$ cat src/rtl/spi_master_if.sv
// rtl/spi_master_if.sv - command, read-data and serial line bundle for spi_master
interface spi_master_if #(
  parameter int FRAME_WIDTH = 8
);
  logic                   cmd_valid;
  logic                   cmd_ready;
  logic [FRAME_WIDTH+1:0] cmd_data;
  logic                   rd_valid;
  logic [FRAME_WIDTH-1:0] rd_data;
  logic                   busy;
  logic                   SS_n;
  logic                   MOSI;
  logic                   MISO;

  modport master (
    input  cmd_valid, cmd_data, MISO,
    output cmd_ready, rd_valid, rd_data, busy, SS_n, MOSI
  );

  modport slave (
    output cmd_valid, cmd_data, MISO,
    input  cmd_ready, rd_valid, rd_data, busy, SS_n, MOSI
  );
endinterface

$ cat src/rtl/spi_master.sv
// rtl/spi_master.sv - SPI master: command frame out, optional read frame in; SPI_MASTER_CMD_BUFFER_EN adds a one-entry command buffer
module spi_master #(
  parameter int FRAME_WIDTH = 8,
  parameter int TURNAROUND  = 1
) (
  input  logic         clk,
  input  logic         rst_n,
  spi_master_if.master bus
);
  localparam int CMD_W   = FRAME_WIDTH + 2;
  localparam int CNT_MAX = (CMD_W > 16) ? CMD_W : 16;
  localparam int CW      = $clog2(CNT_MAX);

  typedef enum logic [2:0] {IDLE, SEND, TURN, RECV, GAP} state_t;

  state_t                 r_state;
  state_t                 w_state_nxt;
  logic [CW-1:0]          r_cnt;
  logic [1:0]             r_ctrl;
  logic [CMD_W-1:0]       r_tx;
  logic [FRAME_WIDTH-1:0] r_rx;
  logic [FRAME_WIDTH-1:0] r_rd_data;
  logic                   r_rd_valid;
  logic                   r_ss_n;
  logic                   r_mosi;
  logic [FRAME_WIDTH-1:0] w_rx_nxt;
  logic                   w_ready;
  logic                   w_accept;
  logic                   w_load;
  logic [CMD_W-1:0]       w_load_data;

`ifdef SPI_MASTER_CMD_BUFFER_EN
  logic                   r_buf_full;
  logic [CMD_W-1:0]       r_buf_data;

  // The buffer only ever holds a command while a frame is running, so it wins over cmd_data on a load
  assign w_ready     = rst_n && !r_buf_full;
  assign w_load_data = r_buf_full ? r_buf_data : bus.cmd_data;
`else
  assign w_ready     = rst_n && (r_state == IDLE);
  assign w_load_data = bus.cmd_data;
`endif

  assign w_accept = bus.cmd_valid && w_ready;
  assign w_rx_nxt = (r_rx << 1) | FRAME_WIDTH'(bus.MISO);

  // Next-state decode; w_load marks the edge where a command enters SEND
  always_comb begin
    w_state_nxt = r_state;
    w_load      = 1'b0;
    unique case (r_state)
      IDLE: begin
        if (w_accept) begin
          w_state_nxt = SEND;
          w_load      = 1'b1;
        end
      end
      SEND: begin
        if (r_cnt == CW'(CMD_W - 1)) begin
          if (r_ctrl == 2'b11) w_state_nxt = (TURNAROUND > 0) ? TURN : RECV;
          else                 w_state_nxt = GAP;
        end
      end
      TURN: begin
        if (r_cnt == CW'(TURNAROUND - 1)) w_state_nxt = RECV;
      end
      RECV: begin
        if (r_cnt == CW'(FRAME_WIDTH - 1)) w_state_nxt = GAP;
      end
      GAP: begin
`ifdef SPI_MASTER_CMD_BUFFER_EN
        if (r_buf_full || w_accept) begin
          w_state_nxt = SEND;
          w_load      = 1'b1;
        end else begin
          w_state_nxt = IDLE;
        end
`else
        w_state_nxt = IDLE;
`endif
      end
      default: w_state_nxt = IDLE;
    endcase
  end

  // State register
  always_ff @(posedge clk) begin
    if (!rst_n) r_state <= IDLE;
    else        r_state <= w_state_nxt;
  end

  // Bit counter, shift registers and registered serial/read outputs, all driven from the next state
  always_ff @(posedge clk) begin
    if (!rst_n) begin
      r_cnt      <= '0;
      r_ctrl     <= 2'b00;
      r_tx       <= '0;
      r_rx       <= '0;
      r_ss_n     <= 1'b1;
      r_mosi     <= 1'b0;
      r_rd_valid <= 1'b0;
      r_rd_data  <= '0;
    end else begin
      r_rd_valid <= 1'b0;
      r_mosi     <= 1'b0;
      r_ss_n     <= (w_state_nxt == IDLE) || (w_state_nxt == GAP);

      if (w_load || (w_state_nxt != r_state)) r_cnt <= '0;
      else if (r_state != IDLE)               r_cnt <= r_cnt + 1'b1;

      if (w_load) begin
        r_ctrl <= w_load_data[CMD_W-1 -: 2];
        r_mosi <= w_load_data[CMD_W-1];
        r_tx   <= w_load_data << 1;
      end else if (w_state_nxt == SEND) begin
        r_mosi <= r_tx[CMD_W-1];
        r_tx   <= r_tx << 1;
      end

      if (r_state == RECV) begin
        r_rx <= w_rx_nxt;
        if (w_state_nxt == GAP) begin
          r_rd_valid <= 1'b1;
          r_rd_data  <= w_rx_nxt;
        end
      end
    end
  end

`ifdef SPI_MASTER_CMD_BUFFER_EN
  // A command accepted without loading straight into SEND is parked until the next GAP
  always_ff @(posedge clk) begin
    if (!rst_n) begin
      r_buf_full <= 1'b0;
      r_buf_data <= '0;
    end else if (w_accept && !w_load) begin
      r_buf_full <= 1'b1;
      r_buf_data <= bus.cmd_data;
    end else if (w_load && r_buf_full) begin
      r_buf_full <= 1'b0;
    end
  end
`endif

  assign bus.cmd_ready = w_ready;
  assign bus.busy      = rst_n && (r_state != IDLE);
  assign bus.SS_n      = r_ss_n;
  assign bus.MOSI      = r_mosi;
  assign bus.rd_valid  = r_rd_valid;
  assign bus.rd_data   = r_rd_data;
endmodule

$ cat src/flat_wrapper.sv
// flat-port wrapper written by rule: the top's interface ports become plain ports
module spi_master_flat 
#(
  parameter int FRAME_WIDTH = 8,
  parameter int TURNAROUND  = 1
)
  (clk, rst_n, bus_cmd_valid, bus_cmd_data, bus_MISO, bus_cmd_ready, bus_rd_valid, bus_rd_data, bus_busy, bus_SS_n, bus_MOSI);
  spi_master_if #(.FRAME_WIDTH(FRAME_WIDTH)) bus_i ();
  input  logic clk;
  input  logic rst_n;
  input wire logic [$bits(bus_i.cmd_valid)-1:0] bus_cmd_valid;
  input wire logic [$bits(bus_i.cmd_data)-1:0] bus_cmd_data;
  input wire logic [$bits(bus_i.MISO)-1:0] bus_MISO;
  output wire logic [$bits(bus_i.cmd_ready)-1:0] bus_cmd_ready;
  output wire logic [$bits(bus_i.rd_valid)-1:0] bus_rd_valid;
  output wire logic [$bits(bus_i.rd_data)-1:0] bus_rd_data;
  output wire logic [$bits(bus_i.busy)-1:0] bus_busy;
  output wire logic [$bits(bus_i.SS_n)-1:0] bus_SS_n;
  output wire logic [$bits(bus_i.MOSI)-1:0] bus_MOSI;
  assign bus_i.cmd_valid = bus_cmd_valid;
  assign bus_i.cmd_data = bus_cmd_data;
  assign bus_i.MISO = bus_MISO;
  assign bus_cmd_ready = bus_i.cmd_ready;
  assign bus_rd_valid = bus_i.rd_valid;
  assign bus_rd_data = bus_i.rd_data;
  assign bus_busy = bus_i.busy;
  assign bus_SS_n = bus_i.SS_n;
  assign bus_MOSI = bus_i.MOSI;
  spi_master #(.FRAME_WIDTH(FRAME_WIDTH), .TURNAROUND(TURNAROUND)) u_core (.clk(clk), .rst_n(rst_n), .bus(bus_i));
endmodule
$ cat config.mk
export PLATFORM = sky130hd
export DESIGN_NAME = spi_master_flat
export DESIGN_NICKNAME = d
export VERILOG_FILES = /design/src/rtl/spi_master_if.sv /design/src/rtl/spi_master.sv /design/src/flat_wrapper.sv
export SDC_FILE = /design/constraint.sdc
export NUM_CORES = 1
export LEC_CHECK = 0
export BUFFER_PORTS_ARGS = -buffer_cell sky130_fd_sc_hd__buf_2
export CORE_ASPECT_RATIO = 1.2
export CORE_MARGIN = 2
export CORE_UTILIZATION = 35
export CTS_CLUSTER_DIAMETER = 80
export DETAILED_ROUTE_END_ITERATION = 7
export PLACE_DENSITY = 0.59
export SETUP_SLACK_MARGIN = 0.15
export SLEW_MARGIN = 20
export SYNTH_ARGS = -nofsm -noshare
export SYNTH_HDL_FRONTEND = slang
export SYNTH_SLANG_ARGS = --single-unit
$ cat constraint.sdc
create_clock -name clk -period 1.48 [get_ports clk]
set_input_delay 0.074 -clock clk [delete_from_list [all_inputs] [get_ports clk]]
set_output_delay 0.074 -clock clk [all_outputs]
set_load 0.05 [all_outputs]
---- Yosys cells after proc, flatten, opt, wreduce, memory -nomap -nowiden ----
Index checks and enable logic that the tools add are counted.
storage, ports and cells
  word-level logic and storage cells ...... 47
  output and inout port bits .............. 13
  input bits .............................. 14
  register bits after elaboration ......... 36
cells by class
  equal/unequal tests ..................... 9
  add/sub/neg operators ................... 1
  muxes and demuxes ....................... 13
  reduce and logical (&&, ||, !) cells .... 13
  bitwise operators ....................... 2
operator list
  cell                 number
  $mux 10              2
  $mux 3               5
  $pmux 3 s4           1
  $or 8x1->8           1
  $eq 3x1->1 const B   2
  $eq 3x2->1 const B   2
  $logic_not 3->1      2
  $mux 1               5
  $add 4x1->4 const B  1
  $eq 4x3->1 const B   1
  $eq 4x4->1 const B   1
  $logic_not 4->1      1
  $reduce_and 2->1     2
  $eq 3x3->1 const B   1
  $logic_and 1x1->1    3
  $ne 3x3->1           1
  $reduce_bool 3->1    1
  $eq 2x2->1 const B   1
  $logic_or 1x1->1     2
  $reduce_bool 2->1    1
  $reduce_or 2->1      1
  $not 1->1            1

---- Longest topological paths before layout ----
Gate-level depths: netlist of the first run.
  depth in word-level cells ............... 8
  mapped depth ............................ 6
  mapped depth without buffers ............ 5

---- Worst setup path before layout of the first run ----
OpenSTA, ideal clock, no wires.
  path kind ............................... register -> output
  from .................................... register u_core.r_state[2]
  to ...................................... output bus_cmd_ready
  arrival time ............................ 1710 ps
  cell stages (with the launch flop) ...... 6
  setup slack ............................. -304 ps
  buffers on the path ..................... 3
  required time ........................... 1406 ps
  path through ............................ dfxtp_1 buf_6 or3_1 clkbuf_1 buf_2 nor2_1
on the way
  longest elaborated chain between the ends .. 2
ends and longest elaborated chain
  item                      RTL line            text
  start: declaration        spi_master.sv:16    state_t r_state;
  start signal: assignment  spi_master.sv:89    else r_state <= w_state_nxt;
  $logic_not 3->1           spi_master.sv:40    assign w_ready = rst_n && (r_state == IDLE);
  $logic_and 1x1->1         spi_master.sv:40
  end: declaration          flat_wrapper.sv:14  output wire logic [$bits(bus_i.cmd_ready)-1:0] bus_cmd_ready;
Every way passes these cells.

---- Worst setup path after layout of the first run ----
  from .................................... register u_core.r_state[1]
  to ...................................... output bus_cmd_ready
The elaborated chain is that of the path after synthesis.

==> results.json, run 1 <==
{
  "fin_ws_ns": 0.0213,
  "totalWireLength_um": 4260,
  "grt_pass1_vias": 1429,
  "hold_buffers": 0,
  "drive_above_1_share_pct": 43.5,
  "port_buffers": 26,
  "cts_sinks": 36,
  "dieArea_mm2": 0.00520,
  "syn_avg_cell_area_um2": 8.40,
  "place_ws_ns": -0.0383,
  "cts-root-buf": "clkbuf_8",
  "layout_commonest_cell": "dfxtp_1",
  "slowest_stage": "or3_4",
  "period_share_pct": 98.6,
  "drc": 0,
  "tightest_slew_ns": 0.382,
  "hold_class": "in -> reg",
  "reg2reg_from": "u_core.r_cnt[1]",
  "leakagePower_nw": 0.843,
  "grt-ovfl-total": 0,
  "cp-end-kind": "output pin",
  "diodes": 0,
  "period_needed_ns": 1.46,
  "fin_hold_ws_ns": 0.0384,
  "post_dp_cell_area_mm2": 0.00191,
  "initial_core_util_pct": 35.8,
  "power_mw": 2.17,
  "drv_cap": 0,
  "die_width_um": 66.1,
  "postLayoutCellArea_mm2": 0.00235,
  "h-tree-depth": 2,
  "crit_family": "simple AND/OR/NAND/NOR gates",
  "cts_tree": "built",
  "nets": 255,
  "max_stage_delay_ns": 0.39,
  "die_h_um": 78.6,
  "cp_cell_sequence": "or3_4 > buf_6 > nor2_4 > buf_6",
  "synth-seq-cells": 36,
  "hpwl_um": 2720,
  "min-delay-start": "bus_MISO",
  "max_slew_margin_pct": 74.5,
  "vias_per_cell": 5.36,
  "grt_pass1_wl_um": 6560,
  "synthDistinctLibCells": 40,
  "hold_violations": 0,
  "synth_edf_count": 0,
  "grt_start_max_net_pins": 16,
  "synth_area_mm2": 0.00162,
  "setup_viol": 0,
  "ios": 27,
  "synthCells": 193,
  "power_density_mw_per_mm2": 921,
  "peakVddDrop_mv": 0.378,
  "drt.antenna.violating_nets": 0,
  "area_delta_synth_final_pct": 45.1,
  "clk_latency_ns": 0.29,
  "num_vias": 1593,
  "ys_warn_count": 0,
  "drt-wirelength-per-cell_um": 14.3,
  "maxSlewViolCount": 0,
  "numCtsBuffers": 5,
  "fmax_mhz": 686,
  "mostFrequentLayoutCells": "dfxtp_1, buf_2, nand3_1",
  "fin_util_pct": 52.0,
  "grt_usage_pct": 16.3,
  "clockBufferDepth": 2,
  "rsz0062_at_grt": "true",
  "status": "complete, no violations",
  "synth_nets": 210,
  "drtIter0Drc": 111,
  "arrival_ns": 1.38,
  "grt_antenna_before_repair": 0,
  "path_clk_slew_ns": 0.08,
  "path_max_fanout": 4,
  "gp_congestion": 0.732,
  "ys_seq_area_share_pct": 44.4,
  "cp.required_ns": 1.41,
  "critPathLaunchType": "flop",
  "clock_skew_ns": 0.00957,
  "critPathBufInv": 2,
  "row_count": 27,
  "crit_type": "reg -> out",
  "firstDrtPassIters": 4,
  "critPathMostFrequentCell": "buf_6",
  "synthArstFlopShare_pct": 0,
  "r2r_setup_slack_ns": 0.03,
  "worstSetupStartpoint": "u_core.r_state[1]",
  "synth_top_flop_cell": "dfxtp_1",
  "core_area_mm2": 0.00453
}
worst paths after layout:
check	cells after the start	endpoint
setup / recovery	4	bus_cmd_ready
hold / removal	3	u_core.bus.rd_data[0]
setup reg to reg	5	u_core.bus.SS_n
hold reg to reg	2	u_core.bus.rd_data[2]
final cells by class:
cell class                      count  area [um^2]
Tap cell                           58         72.6
Clock buffer                        6         72.6
Timing Repair Buffer               57          405
Multi-Input combinational cell    134         1020
Fill cell                         435         2170
Inverter                            4         17.5
Clock inverter                      2         35.0
Sequential cell                    36          734
worst register-to-register path, delay by kind of cell (launching register included):
kind / cells / cell delay (ns)
AOI/OAI and AO/OA: 1 / 0.21
buffers and inverters: 1 / 0.06
and+or+nand+nor: 2 / 0.59
adders and majority gates: 1 / 0.12
DFF: 1 / 0.37
cell usage after synthesis, types with 2 or more instances:
cell      count  share of area (%)
or3_1         3                1.2
nor3b_1       2               0.93
nand2b_1      2               0.77
nor2_1        4               0.93
nand3_1      25                7.7
dfxtp_1      36                 44
ha_1          3                2.3
nand4_1       3                1.2
buf_2         4                1.2
nor3_1        9                2.8
clkbuf_1     12                2.8
nor4_1        2               0.77
inv_1         4               0.93
nand2_1      13                3.0
nand3b_1      2               0.93
o21ai_0      19                5.9
a21oi_1      20                6.2
a311oi_1      8                4.3
sequential cells by signal, summed over array words and instances, names as in the netlist:
register / cells
u_core.bus.rd_data: 8
u_core.r_state: 3
u_core.bus.rd_valid: 1
u_core.bus.SS_n: 1
u_core.r_ctrl: 2
u_core.r_tx: 9
u_core.bus.MOSI: 1
u_core.r_cnt: 4
u_core.r_rx: 7
power by group:
part	internal, mW	total (mW)	switching (mW)	leakage [nW]
registers	0.997	1.02	0.0210	0.296
logic	0.123	0.293	0.170	0.493
clock network	0.500	0.858	0.358	0.0552
total	1.62	2.17	0.549	0.843
cells by family (layout without fill, tap and decap cells):
family / after synthesis / in the layout / synth area share (%)
DFF: 36 / 36 / 44.4
buffers and inverters: 23 / 69 / 6.33
AOI/OAI and AO/OA: 57 / 57 / 21.8
adders and majority gates: 3 / 3 / 2.32
xor gates and xnor gates: 2 / 2 / 1.08
and+or+nand+nor: 72 / 72 / 24.0
layer usage:
layer / global-route usage, % / share of wire [%] / vias up
li1: - / - / 802
met1: 21.1 / 48 / 759
met2: 25.6 / 48 / 27
met3: 4.73 / 3.1 / 5
met4: 5.51 / 1.0 / 0
met5: 0 / 0 / -
metrics by stage:
step / setup TNS (ns) / cells
finish: 0 / 297
global route: -0.0789 / 297
CTS: 0 / 292
detailed placement: -0.0383 / 278
global placement: 0 / 278
floorplan: 0 / 193
what timing repair did:
item                                    in CTS  in global routing
buffers inserted                             6                  2
pin swaps                                    3                  6
resized for setup                           28                 42
cloned                                       0                  3
endpoints found under the setup margin      25                 36
Power figures use the tool's default switching activity.
==> run 2, diff against run 1 <==
--- a/config.mk
+++ b/config.mk
@@ -6,11 +6,12 @@
 export NUM_CORES = 1
 export LEC_CHECK = 0
 export BUFFER_PORTS_ARGS = -buffer_cell sky130_fd_sc_hd__buf_2
-export CORE_ASPECT_RATIO = 1.2
+export CAP_MARGIN = 15
 export CORE_MARGIN = 2
 export CORE_UTILIZATION = 35
 export CTS_CLUSTER_DIAMETER = 80
 export DETAILED_ROUTE_END_ITERATION = 7
+export MAX_ROUTING_LAYER = met4
 export PLACE_DENSITY = 0.59
 export SETUP_SLACK_MARGIN = 0.15
 export SLEW_MARGIN = 20
==> run 2 against run 1 <==
Effect of this change: clock power up 2%; final cell count down 1.3%; worst setup slack worse by 0.017 ns; combinational power up 6%; clock skew down 0.0039 ns; total power up 1.3%; sequential share of layout area down 0.58 points; worst hold slack better by 0.015 ns; routed wire length up 7.3%; critical path depth unchanged; register-to-register slack worse by 0.02 ns; critical path type unchanged; critical endpoint unchanged; largest power group unchanged.
==> results.json, run 2 (synthesis results as in run 1) <==
{
  "grt-ovfl-total": 0,
  "layout_commonest_cell": "dfxtp_1",
  "place_ws_ns": -0.00138,
  "critPathBufInv": 2,
  "initial_core_util_pct": 36.7,
  "max_stage_delay_ns": 0.39,
  "die_width_um": 72.1,
  "firstDrtPassIters": 4,
  "cts_tree": "built",
  "cp-end-kind": "output pin",
  "power_density_mw_per_mm2": 913,
  "pwr-share-clk_pct": 39.7,
  "largest_register_ffs": 9,
  "swShare_pct": 25.9,
  "arrival_ns": 1.40,
  "critPathLaunchType": "flop",
  "grt_start_max_net_pins": 16,
  "clock_skew_ns": 0.00571,
  "crit_family": "simple AND/OR/NAND/NOR gates",
  "rsz0062_at_grt": "true",
  "period_share_pct": 99.7,
  "area_delta_synth_final_pct": 48.4,
  "drive_above_1_share_pct": 45.6,
  "hpwl_um": 2830,
  "vias_per_cell": 5.56,
  "cts_sinks": 36,
  "crit_type": "reg -> out",
  "fin_ws_ns": 0.00466,
  "critPathMostFrequentCell": "buf_6",
  "drtIter0Drc": 160,
  "ios": 27,
  "tightest_slew_ns": 0.320,
  "cts-root-buf": "clkbuf_8",
  "fmax_mhz": 678,
  "clk_latency_ns": 0.29,
  "totalWireLength_um": 4570,
  "maxSlewViolCount": 0,
  "grt_usage_pct": 19.2,
  "gp_congestion": 0.912,
  "switchingPower_mw": 0.568,
  "power.share.sequential_pct": 46.1,
  "leakagePower_nw": 0.856,
  "grt_pass1_wl_um": 7510,
  "h-tree-depth": 2,
  "period_needed_ns": 1.48,
  "combPwrFrac_pct": 14.2,
  "drc": 0,
  "hold_class": "in -> reg",
  "cp.required_ns": 1.41,
  "path_clk_slew_ns": 0.07,
  "row_count": 24,
  "nets": 257,
  "path_max_fanout": 5,
  "numCtsBuffers": 5,
  "cp_cell_sequence": "or3_4 > buf_6 > nor2_4 > buf_6",
  "setup_viol": 0,
  "drt.antenna.violating_nets": 0,
  "grt_antenna_before_repair": 0,
  "p_int_mw": 1.63,
  "die_h_um": 72.1,
  "core_area_mm2": 0.00441,
  "peakVddDrop_mv": 0.446,
  "clockBufferDepth": 2,
  "fin_hold_ws_ns": 0.0531,
  "slowest_stage": "or3_4",
  "status": "complete, no violations",
  "dieArea_mm2": 0.00519,
  "fill_cells": 397,
  "port_buffers": 26,
  "hold_violations": 0,
  "drv_cap": 0,
  "num_vias": 1629,
  "mostFrequentLayoutCells": "dfxtp_1, buf_2, nand3_1",
  "drt-wirelength-per-cell_um": 15.6,
  "grt_pass1_vias": 1549,
  "diodes": 0,
  "top_register": "u_core.r_tx",
  "max_slew_margin_pct": 78.6
}
run 2: cell types whose count changed in the layout (fill, tap and decap cells not counted), sizes merged:
cell / before / now
buf: 57 / 58
clkinvlp: 0 / 1
run 2: area by class of cell:
| cell class | instances | area [um^2] | area share, % |
|---|---|---|---|
| Timing Repair Buffer | 59 | 453 | 18.8 |
| Inverter | 4 | 15.0 | 0.624 |
| Tap cell | 52 | 65.1 | 2.70 |
| Clock buffer | 5 | 68.8 | 2.86 |
| Multi-Input combinational cell | 134 | 1020 | 42.6 |
| Sequential cell | 36 | 737 | 30.6 |
| Clock inverter | 3 | 42.5 | 1.77 |
run 2: worst register-to-register path, cell delays in order, from the launching register on:
cell	delay [ns]
dfxtp_4	0.37
or3b_1	0.43
or3_4	0.36
a41o_1	0.21
run 2: final timing paths:
check | cells past startpoint | to | slack (ns) | from
min | 3 | u_core.r_rx[0] | 0.05 | bus_MISO
max | 4 | bus_cmd_ready | 0.005 | u_core.r_state[1]
min reg2reg | 2 | u_core.r_ctrl[0] | 0.46 | u_core.r_ctrl[0]
max reg2reg | 3 | u_core.bus.SS_n | 0.01 | u_core.r_state[1]
run 2: repair_timing:
| item | 4_1_cts | 5_1_grt |
|---|---|---|
| pin swaps | 4 | 7 |
| resized for setup | 38 | 35 |
| setup buffers | 9 | 0 |
| setup endpoints to repair | 35 | 38 |
| gates cloned | 1 | 2 |
| hold buffers | 0 | 0 |
run 2: stage by stage:
stage          setup TNS, ns  instance area (um^2)  std cells  util [%]  power (mW)
3_3_place_gp               0                  1920        273      43.5        1.27
2_1_floorplan              0                  1660        193         -        1.18
6_report                   0                  2410        293      54.5        2.20
3_5_place_dp        -0.00256                  1920        273      43.5        1.27
4_1_cts                    0                  2250        291      51.0        2.18
5_1_grt               -0.296                  2410        293      54.5        2.28
run 2: power by group through the flow:
stage | clock (mW) | combinational [mW] | sequential, mW
2_1_floorplan | 0 | 0.137 | 1.04
3_5_place_dp | 0 | 0.237 | 1.04
5_1_grt | 0.922 | 0.336 | 1.02
4_1_cts | 0.883 | 0.289 | 1.01
3_3_place_gp | 0 | 0.237 | 1.04
6_report | 0.871 | 0.312 | 1.01
run 2: routing by layer:
| metal | up-vias | wire, um | global-route usage, % |
|---|---|---|---|
| met1 | 777 | 2070 | 24.1 |
| met5 | - | 0 | - |
| met2 | 31 | 2230 | 30.9 |
| li1 | 811 | - | - |
| met3 | 10 | 190 | 4.03 |
| met4 | 0 | 78 | 6.08 |
==> run 3, diff against run 2 <==
--- a/config.mk
+++ b/config.mk
@@ -7,12 +7,13 @@
 export LEC_CHECK = 0
 export BUFFER_PORTS_ARGS = -buffer_cell sky130_fd_sc_hd__buf_2
 export CAP_MARGIN = 15
+export CORE_ASPECT_RATIO = 1.4
 export CORE_MARGIN = 2
 export CORE_UTILIZATION = 35
 export CTS_CLUSTER_DIAMETER = 80
 export DETAILED_ROUTE_END_ITERATION = 7
 export MAX_ROUTING_LAYER = met4
-export PLACE_DENSITY = 0.59
+export PLACE_DENSITY = 0.57
 export SETUP_SLACK_MARGIN = 0.15
 export SLEW_MARGIN = 20
 export SYNTH_ARGS = -nofsm -noshare
==> constraint.sdc (replaced) <==
create_clock -name clk -period 1.5 [get_ports clk]
set_input_delay 0.075 -clock clk [delete_from_list [all_inputs] [get_ports clk]]
set_output_delay 0.075 -clock clk [all_outputs]
set_load 0.05 [all_outputs]
==> run 3 against run 2 <==
Effect of this change: design area up 1.1%; sequential power about the same; combinational power down 1%; flip-flop and latch count unchanged; non-clock buffer count unchanged; clock power up 6.8%; total power up 2.2%; critical endpoint unchanged; largest cell class unchanged.
==> results.json, run 3 (synthesis results as in run 1) <==
{
  "drv_cap": 0,
  "top_layer_used": "met4",
  "die_width_um": 61.5,
  "clk_latency_ns": 0.29,
  "ios": 27,
  "drtIter0Drc": 98,
  "hpwl_um": 2870,
  "drive_above_1_share_pct": 48.5,
  "dp_cells": 282,
  "path_clk_slew_ns": 0.07,
  "arrival_ns": 1.41,
  "numCtsBuffers": 5,
  "rsz0062_at_grt": "true",
  "fin_hold_ws_ns": 0.0518,
  "period_share_pct": 98.9,
  "num_vias": 1637,
  "diodes": 0,
  "grt_antenna_before_repair": 0,
  "die_h_um": 84.5,
  "peakVddDrop_mv": 0.632,
  "path_max_fanout": 4,
  "leakagePower_nw": 0.876,
  "layout_commonest_cell": "dfxtp_1",
  "port_buffers": 26,
  "drt-wirelength-per-cell_um": 15.2,
  "cts-root-buf": "clkbuf_8",
  "hold_class": "in -> reg",
  "maxSlewViolCount": 0,
  "cts_tree": "built",
  "row_count": 29,
  "clockBufferDepth": 2,
  "grt_usage_pct": 18.7,
  "setup_viol": 0,
  "core_area_mm2": 0.00450,
  "wl_met1_um": 1840,
  "vias_per_cell": 5.40,
  "max_slew_margin_pct": 78.3,
  "r2r_setup_slack_ns": 0.02,
  "cp.required_ns": 1.42,
  "dieArea_mm2": 0.00520,
  "cts_sinks": 36,
  "initial_core_util_pct": 36.0,
  "hold_buffers": 0,
  "grt-ovfl-total": 0,
  "grt_start_max_net_pins": 17,
  "nets": 257,
  "fin_cells": 303,
  "drc": 0,
  "hold_depth": 3,
  "top_register": "u_core.r_tx",
  "status": "complete, no violations",
  "h-tree-depth": 2,
  "clock_skew_ns": 0.00687,
  "wl_met2_um": 2450,
  "grt_pass1_wl_um": 7160,
  "hold_violations": 0,
  "power_density_mw_per_mm2": 922,
  "fmax_mhz": 674,
  "reg2regPathDepth": 3,
  "period_needed_ns": 1.48,
  "tightest_slew_ns": 0.323,
  "wl_met3_um": 175,
  "totalWireLength_um": 4610,
  "crit_type": "reg -> out",
  "gp_congestion": 0.849,
  "largest_register_ffs": 9,
  "grt_pass1_vias": 1567,
  "drt.antenna.violating_nets": 0,
  "cp-end-kind": "output pin",
  "critPathLaunchType": "flop",
  "mostFrequentLayoutCells": "dfxtp_1, nand3_1, buf_2",
  "area_delta_synth_final_pct": 50.1,
  "firstDrtPassIters": 4
}
## run 3: cell types whose count changed in the layout (fill, tap and decap cells not counted), sizes merged
cell and change:
clkinvlp -1, clkbuf +1, clkinv -1, buf +1
## run 3: cell type report
type / instances / area, um^2
Inverter: 4 / 15.0
Timing Repair Buffer: 59 / 427
Sequential cell: 36 / 736
Fill cell: 432 / 2070
Multi-Input combinational cell: 134 / 1050
Tap cell: 62 / 77.6
Clock inverter: 1 / 30.0
Clock buffer: 7 / 96.3
## run 3: power breakdown
group,switching (mW),internal [mW]
Sequential,0.0224,0.983
Clock,0.343,0.587
Combinational,0.171,0.137
## run 3: through the flow
| step | setup slack, ns | utilization, % | power [mW] | TNS, ns | cell area, um^2 |
|---|---|---|---|---|---|
| final | 0.0171 | 54.1 | 2.24 | 0 | 2430 |
| after detailed placement | -0.00571 | 42.5 | 1.25 | -0.00702 | 1910 |
| after floorplan | 0.0847 | - | 1.16 | 0 | 1660 |
| after global placement | -0.0221 | 42.5 | 1.25 | -0.0221 | 1910 |
| after global routing | -0.0295 | 54.1 | 2.33 | -0.0896 | 2430 |
| after CTS | 0.0127 | 49.5 | 2.23 | 0 | 2230 |
## run 3: final timing paths
check                                           start                    end
worst max register to register      u_core.r_state[0]        u_core.bus.SS_n
worst max-delay path                u_core.r_state[1]          bus_cmd_ready
worst min-delay path                         bus_MISO         u_core.r_rx[0]
worst min register to register  u_core.bus.rd_data[0]  u_core.bus.rd_data[0]
## run 3: worst max-delay path, cell delays in order (launching register included)
cell	delay, ns
dfxtp_4	0.37
or3_4	0.40
buf_6	0.13
nor2_4	0.07
buf_6	0.16
## run 3: what timing repair did
action / 4_1_cts / 5_1_grt
pin swaps: 3 / 14
buffers inserted: 9 / 2
resized for setup: 31 / 49
endpoints found under the setup margin: 34 / 36
cloned: 0 / 2
## run 3: per-layer routing
metal | global-route usage [%] | vias to the layer above
met5 | - | -
met4 | 9.86 | 0
met3 | 4.16 | 11
met2 | 28.8 | 42
met1 | 22.0 | 784
li1 | - | 800
